$ cat src/rtl/palindrome_rr_sched.sv
// Round-robin front end sharing one mirrored-bit-pair palindrome checker among
// NUM_REQ requesters; results come back tagged with the requester index.
module palindrome_rr_sched #(
  parameter int NUM_REQ = 4,
  parameter int WORD_W  = 8,
  parameter int LEN_W   = $clog2(WORD_W + 1),
  parameter int ID_W    = $clog2(NUM_REQ)
) (
  input  logic                        clk,
  input  logic                        reset,
  input  logic [NUM_REQ-1:0]          req_valid_i,
  output logic [NUM_REQ-1:0]          req_ready_o,
  input  logic [NUM_REQ*WORD_W-1:0]   req_word_i,
  input  logic [NUM_REQ*LEN_W-1:0]    req_len_i,
  output logic                        resp_valid_o,
  output logic [ID_W-1:0]             resp_id_o,
  output logic                        resp_palindrome_o,
  input  logic                        resp_ready_i,
  output logic                        busy_o
);

  typedef enum logic [1:0] {IDLE, CHECK, RESP} state_t;

  state_t            state_reg, state_next;
  logic [ID_W-1:0]   rr_ptr_reg, rr_ptr_next;
  logic [ID_W-1:0]   id_reg, id_next;
  logic [WORD_W-1:0] word_reg, word_next;
  logic [LEN_W-1:0]  len_reg, len_next;
  logic [LEN_W-1:0]  idx_reg, idx_next;
  logic              result_reg, result_next;

  // Rotate the valid vector so that bit 0 is the requester at rr_ptr.
  logic [2*NUM_REQ-1:0] valid_dbl;
  logic [NUM_REQ-1:0]   valid_rot;
  logic                 grant_any;
  logic [ID_W-1:0]      grant_off;
  logic [ID_W:0]        win_sum;
  logic [ID_W-1:0]      winner;
  logic                 grant_en;

  assign valid_dbl = {req_valid_i, req_valid_i} >> rr_ptr_reg;
  assign valid_rot = valid_dbl[NUM_REQ-1:0];

  always_comb begin
    grant_any = 1'b0;
    grant_off = '0;
    for (int k = NUM_REQ - 1; k >= 0; k--) begin
      if (valid_rot[k]) begin
        grant_any = 1'b1;
        grant_off = ID_W'(k);
      end
    end
  end

  assign win_sum  = {1'b0, rr_ptr_reg} + {1'b0, grant_off};
  assign winner   = (win_sum >= (ID_W+1)'(NUM_REQ)) ? ID_W'(win_sum - (ID_W+1)'(NUM_REQ))
                                                    : win_sum[ID_W-1:0];
  // Ready is suppressed during reset so no requester sees a phantom handshake.
  assign grant_en = (state_reg == IDLE) && grant_any && !reset;

  genvar gi;
  generate
    for (gi = 0; gi < NUM_REQ; gi++) begin : g_ready
      assign req_ready_o[gi] = grant_en && (winner == ID_W'(gi));
    end
  endgenerate

  logic [WORD_W-1:0] sel_word;
  logic [LEN_W-1:0]  sel_len;
  logic [LEN_W-1:0]  len_clamped;

  assign sel_word    = req_word_i[winner*WORD_W +: WORD_W];
  assign sel_len     = req_len_i[winner*LEN_W +: LEN_W];
  assign len_clamped = (sel_len > LEN_W'(WORD_W)) ? LEN_W'(WORD_W) : sel_len;

  // Mirrored pair for the current index; i < L/2 keeps L-1-i in range.
  logic [WORD_W-1:0] shift_lo, shift_hi;
  logic [LEN_W-1:0]  half_m1;
  logic              pair_match, last_pair;

  assign shift_lo   = word_reg >> idx_reg;
  assign shift_hi   = word_reg >> (len_reg - LEN_W'(1) - idx_reg);
  assign pair_match = (shift_lo[0] == shift_hi[0]);
  assign half_m1    = (len_reg >> 1) - LEN_W'(1);
  assign last_pair  = (idx_reg == half_m1);

  always_comb begin
    state_next  = state_reg;
    rr_ptr_next = rr_ptr_reg;
    id_next     = id_reg;
    word_next   = word_reg;
    len_next    = len_reg;
    idx_next    = idx_reg;
    result_next = result_reg;
    case (state_reg)
      IDLE: begin
        if (grant_en) begin
          id_next   = winner;
          word_next = sel_word;
          len_next  = len_clamped;
          idx_next  = '0;
          if (len_clamped < LEN_W'(2)) begin
            result_next = 1'b1;
            state_next  = RESP;
          end else begin
            state_next = CHECK;
          end
        end
      end
      CHECK: begin
        if (!pair_match) begin
          result_next = 1'b0;
          state_next  = RESP;
        end else if (last_pair) begin
          result_next = 1'b1;
          state_next  = RESP;
        end else begin
          idx_next = idx_reg + LEN_W'(1);
        end
      end
      RESP: begin
        if (resp_ready_i) begin
          rr_ptr_next = (id_reg == ID_W'(NUM_REQ - 1)) ? '0 : id_reg + ID_W'(1);
          state_next  = IDLE;
        end
      end
      default: state_next = IDLE;
    endcase
  end

  always_ff @(posedge clk) begin
    if (reset) begin
      state_reg  <= IDLE;
      rr_ptr_reg <= '0;
      id_reg     <= '0;
      word_reg   <= '0;
      len_reg    <= '0;
      idx_reg    <= '0;
      result_reg <= 1'b0;
    end else begin
      state_reg  <= state_next;
      rr_ptr_reg <= rr_ptr_next;
      id_reg     <= id_next;
      word_reg   <= word_next;
      len_reg    <= len_next;
      idx_reg    <= idx_next;
      result_reg <= result_next;
    end
  end

  assign resp_valid_o      = (state_reg == RESP);
  assign resp_id_o         = id_reg;
  assign resp_palindrome_o = result_reg;
  assign busy_o            = (state_reg != IDLE);

endmodule

$ cat config.mk
export PLATFORM = sky130hd
export DESIGN_NAME = palindrome_rr_sched
export DESIGN_NICKNAME = d
export VERILOG_FILES = /design/src/rtl/palindrome_rr_sched.sv
export SDC_FILE = /design/constraint.sdc
export NUM_CORES = 1
export LEC_CHECK = 0
export ABC_AREA = 0
export BUFFER_PORTS_ARGS = -buffer_cell sky130_fd_sc_hd__buf_2
export CAP_MARGIN = 20
export CORE_MARGIN = 2
export CORE_UTILIZATION = 49
export DETAILED_ROUTE_END_ITERATION = 10
export GPL_TIMING_DRIVEN = 0
export PLACE_DENSITY = 0.75
export SLEW_MARGIN = 20
export SYNTH_ARGS = -nofsm -noshare
export SYNTH_HDL_FRONTEND = slang
export SYNTH_SLANG_ARGS = --single-unit
$ cat constraint.sdc
create_clock -name clk -period 6.6 [get_ports clk]
set_input_delay 0.33 -clock clk [delete_from_list [all_inputs] [get_ports clk]]
set_output_delay 0.33 -clock clk [all_outputs]
set_load 0.005 [all_outputs]
# Word-level counts from Yosys, hierarchy flattened
# Cells that the tools add are included.
word_totals:
  register_bits: 23
  inputBits: 55
  elab_cells: 78
op_classes:
  add_sub_neg: 7
  magnitude_cmp: 3
  eq_ne: 14
  shifts: 5
  muxes: 26
  reduce_logical: 16
ops:
  columns: ["cell", "n"]
  rows:
  - ["$shiftx 32x6->8", 1]
  - ["$mux 2", 11]
  - ["$mux 4", 4]
  - ["$shiftx 16x5->4", 1]
  - ["$shr 8x4->1", 2]
  - ["$eq 2x2->1 const B", 4]
  - ["$mux 1", 8]
  - ["$pmux 4 s2", 1]
  - ["$reduce_and 4->1", 2]
  - ["$shr 8x2->4", 1]
  - ["$logic_and 1x1->1", 6]
  - ["$ne 2x2->1 const B", 3]
  - ["$pmux 2 s3", 1]
  - ["$add 4x1->4 const B", 1]
  - ["$eq 2x1->1 const B", 2]
  - ["$eq 4x4->1", 1]
  - ["$gt 4x4->1 const B", 1]
  - ["$logic_not 2->1", 2]
  - ["$lt 4x2->1 const B", 1]
  - ["$ne 2x1->1 const B", 2]
  - ["$reduce_and 2->1", 2]
  - ["$reduce_bool 2->1", 2]
  - ["$sub 3x1->4 const B", 1]
  - ["$sub 4x1->4 const B", 1]
  - ["other kinds (10)", 10]

# Depth between registers and ports, before layout
logic_depth:
  depth_word: 15
  mapped_depth: 13
  depth_no_buf: 11

# Worst setup path after synthesis
# OpenSTA, ideal clock, no wires.
synth_timing:
  kind: "register to register"
  start: "reg idx_reg[0]"
  end: "reg result_reg (netlist: resp_palindrome_o)"
  setup_time_ns: 0.079
  arrival_ns: 2.603
  path_slack_ns: 3.918
  stages_incl_launch_ff: 12
  path_buffers: 1
  path_cell_list: "dfxtp_1 > buf_2 > inv_1 > ha_1 > fa_1 > mux4_2 > mux2_2 > a211o_1 > nand3_2 > or2_2 > o211ai_2 > a211oi_2"
synth_via:
  elab_chain_cells: 5
  elab_cells_between_ends: 9
  cone_classes: "add/sub (1); eq/ne (3); shift (2); mux (2); reduce/logical (1)"
synth_lines:
  columns: ["element", "line", "rtl"]
  rows:
  - ["start, declared", "29", "logic [LEN_W-1:0] idx_reg, idx_next;"]
  - ["start signal, assigned", "146", "idx_reg <= idx_next;"]
  - ["$sub 4x4->4", "82", "assign shift_hi = word_reg >> (len_reg - LEN_W'(1) - idx_reg);"]
  - ["$shr 8x4->1", "82", null]
  - ["$eq 1x1->1", "83", "assign pair_match = (shift_lo[0] == shift_hi[0]);"]
  - ["$ne 3x3->1 (no source line) / $mux 1 (equally long branches)", null, null]
  - ["$reduce_and 4->1 (no source line) / $pmux 1 s2 (equally long branches)", null, null]
  - ["end signal, assigned", "147", "result_reg <= result_next;"]
  - ["end, declared", "30", "logic result_reg, result_next;"]
# Parallel ways exist; a longest one is shown, timed or not.
# A chain may end at the register's enable or synchronous reset.

# Final worst setup path
layout_timing:
  start: "reg rr_ptr_reg[0]"
  end: "out req_ready_o[2]"
layout_via:
  elab_chain_cells: 10
  elab_cells_between_ends: 17
  cone_classes: "add/sub (2); order compare (1); eq/ne (1); shift (1); mux (9); reduce/logical (3)"
layout_lines:
  columns: ["element", "line", "rtl"]
  rows:
  - ["start, declared", "25", "logic [ID_W-1:0] rr_ptr_reg, rr_ptr_next;"]
  - ["start signal, assigned", "142", "rr_ptr_reg <= rr_ptr_next;"]
  - ["$shr 8x2->4", "41", "assign valid_dbl = {req_valid_i, req_valid_i} >> rr_ptr_reg;"]
  - ["$mux 2 (4 in a row)", "48", "if (valid_rot[k]) begin"]
  - ["$add 2x2->3 (*)", "55", "assign win_sum = {1'b0, rr_ptr_reg} + {1'b0, grant_off};"]
  - ["net win_sum[0]", "37", "logic [ID_W:0] win_sum;"]
  - ["$ge 3x3->1 / $sub 2x1->2 (equally long branches)", "56", "assign winner = (win_sum >= (ID_W+1)'(NUM_REQ)) ? ID_W'(win_sum - (ID_W+1)'(NUM_REQ))"]
  - ["$mux 2 (*)", "56", null]
  - ["$eq 2x2->1 (*)", "64", "assign req_ready_o[gi] = grant_en && (winner == ID_W'(gi));"]
  - ["$logic_and 1x1->1 (*)", "64", null]
  - ["end, declared", "12", "output logic [NUM_REQ-1:0] req_ready_o,"]
# Mark *: on every way through the listed nets, which the timed path passes. The rest lies on a longest branch.

==> flow_summary.ini <==
[placed_design]
portBuffers = 62
hpwlAfterDp_microns = 3300
dpl.cell_count = 311
place.gp.congestion = 0.820

[worst_setup_path]
path_buf_inv = 4
r2r_slack_ps = 3600
path_max_fanout = 10
reg2reg_from = rr_ptr_reg[0]
ff2ff_path_depth = 12
critical_path.startpoint_type = register
r2r_end = word_reg[5]
critical_path_class = reg -> out
cp_cell_sequence = buf_2 -> nor2_1 -> nand2_1 -> o21ai_0 -> o21ai_0 -> nand3_1 -> ha_1 -> buf_2 -> clkbuf_1 -> and3b_1 -> buf_2
crit_family = buffers and inverters
path_common_cell = buf_2
crit_path_max_incr_delay_ps = 470
end_kind = output pin
cp_data_required_time_ps = 6270
crit_path_top_delay_cell = clkbuf_1
worst-endpoint-arrival_ps = 2770

[logic_synthesis]
ys.flop_type = dfxtp_1
ys_seq_area_share_pct = 24.9
synthArstFlopShare_pct = 0
syn_inst = 201
synth_edf_count = 0
synth_fp_nets = 264
netlist_area_sq_mm = 0.00185
ys_ff_latch = 23
yosysWarnings = 0
yosysUniqueCellTypes = 48
avgSynthCellArea_sq_um = 9.19

[clocking]
cts_buffers = 3
cts_tree = built
clk_latency_ps = 260
h-tree-depth = 1
post_cts_buffers = 0
post_cts_resize_count = 0
cts.sinks = 23
cts_hold_repair.buffers = 0
cts_buffer_depth = 2
cts.clk_slew.worst_paths_ps = 80
cts_root_buffer = clkbuf_8

[timing]
slew_headroom_pct = 63.6
hold_viol = 0
tns_ps = 0
fin_crit_ps = 3100
fmax_mhz = 322
setup_viol = 0
rsz0062_at_grt = no
finalCritPeriodShare_pct = 47.0
tightest_slew_ps = 545
final-max-slew-violation-count = 0
final.setup_skew_ps = 6.19

[drt]
drt-total-wl_microns = 4050
maxUsedRoutingLayer = met4
route.met2.wl_microns = 1990
ant_nets = 0
drcViolationCount = 0
drt_first_pass_iters = 4
wl_met3_microns = 143
wl_per_cell_microns = 12.9
drt-vias-per-instance = 5.43
drt_first_iter_violations = 37
drt-met1-wl_microns = 1880
num_vias = 1710

[floorplanning]
io_pins = 64
die_x_microns = 65.4
rows = 22
start_util_pct = 50.9
die_h_microns = 65.4
coreArea_sq_mm = 0.00363
die-area_sq_mm = 0.00428

[finish]
largest_reg_flops = 8
area_growth_pct = 22.5
diodes = 0
final_util_pct = 62.3
drive_gt1_share_pct = 37.5
fillers = 360
layout.nets = 331
layout.cells.non_filler = 315

[status]
status = complete, no violations

[pwr]
leakage_nw = 0.981
power.density_mw_per_mm2 = 234
irDropWorstVdd_mv = 0.128

[worst_hold_path]
hold_path_end = rr_ptr_reg[1]
worstHoldPathCells = 3
worstHoldStart = resp_ready_i
min_path_type = in -> reg

[global_routing]
grt.total_usage_pct = 21.0
grt_pass1_wl_microns = 7160
overflow = 0
antenna_found_initial = 0
grt_max_degree = 14
grt_pass1_vias = 1635

[run]
drv_cap = 0
## how the worst max path moves through the flow
stage / startpoint / cells past startpoint / end
floorplan: idx_reg[0] / 11 / resp_palindrome_o
global placement: rr_ptr_reg[0] / 12 / word_reg[1]
detailed placement: rr_ptr_reg[0] / 12 / word_reg[5]
CTS: rr_ptr_reg[0] / 11 / req_ready_o[2]
global route: rr_ptr_reg[0] / 11 / req_ready_o[3]
finish: rr_ptr_reg[0] / 11 / req_ready_o[2]
## layer usage
layer,up-vias,track usage (%)
met5,-,0
met4,0,7.03
met3,4,1.37
met2,34,34.2
met1,809,29.7
li1,863,-
## cells in the final DEF, fill, tap and decap left out, types with 3 or more instances in the layout
cell type  instances
a21oi_1           16
a22o_1             3
buf_2             67
clkbuf_1           5
clkbuf_8           3
dfxtp_1           23
ha_1               7
inv_1              7
mux2i_1            3
mux4_2            13
nand2_1           30
nand3_1            3
nand4_1            3
nor2_1            17
nor2b_1            4
nor3_1             6
o211ai_1           3
o21ai_0            6
xnor2_1            6
xor2_1             4
## synthesized netlist by cell type, drive strengths merged, types with 4 or more instances
| cell type | count | share of area [%] |
|---|---|---|
| nand2 | 30 | 6.1 |
| buf | 6 | 2.0 |
| o21ai | 6 | 1.6 |
| nor2 | 18 | 3.8 |
| a21oi | 16 | 4.3 |
| xor2 | 4 | 1.9 |
| clkbuf | 5 | 1.0 |
| o211ai | 4 | 1.9 |
| nand3 | 4 | 1.4 |
| mux4 | 15 | 19 |
| inv | 7 | 1.4 |
| nor3 | 6 | 1.6 |
| nor2b | 4 | 1.4 |
| ha | 7 | 4.7 |
| xnor2 | 7 | 4.3 |
| dfxtp | 23 | 25 |
## stage by stage
stage | total power [mW] | worst slack (ps) | instance area, sq um | hold WS (ps)
finish | 0.530 | 3500 | 2260 | 357
global route | 0.574 | 3120 | 2260 | 374
CTS | 0.534 | 3460 | 2260 | 346
detailed placement | 0.447 | 3570 | 2220 | 469
global placement | 0.443 | 3580 | 2220 | 462
floorplan | 0.379 | 3920 | 1850 | 442
## worst reg2reg max path: cells and delay by family, from the launching register on
kind	cells	cell delay (ps)
compound gates	3	280
fa+ha+maj	1	350
buf+inv	3	1000
simple gates	4	320
mux	1	580
flops	1	360
## power by group
part	leakage, nW	switching, mW	internal, mW	total [mW]
Clock	0.0255	0.0445	0.0421	0.0866
Combinational	0.767	0.125	0.132	0.257
Sequential	0.189	0.0237	0.163	0.187
## layout make-up
| class | instances | area [sq um] | area share [%] |
|---|---|---|---|
| Clock buffer | 3 | 41.3 | 1.82 |
| Buffer | 11 | 55.1 | 2.43 |
| Timing Repair Buffer | 62 | 310 | 13.7 |
| Tap cell | 48 | 60.1 | 2.65 |
| Clock inverter | 1 | 5.00 | 0.221 |
| Sequential cell | 23 | 460 | 20.3 |
| Multi-Input combinational cell | 160 | 1310 | 57.7 |
| Inverter | 7 | 26.3 | 1.16 |
## cells by family (layout without fill, tap and decap cells)
| logic type | count (synthesis) | in the layout | synth area share (%) |
|---|---|---|---|
| AO/OA/AOI/OAI | 38 | 38 | 14.2 |
| XOR/XNOR | 11 | 11 | 6.23 |
| adder cells (fa/ha/maj) | 8 | 8 | 5.82 |
| buffers and inverters | 18 | 84 | 4.40 |
| flip-flops | 23 | 23 | 24.9 |
| multiplexers | 20 | 20 | 21.7 |
| AND/OR/NAND/NOR | 83 | 83 | 22.7 |
(Power assumes the default switching activity.)
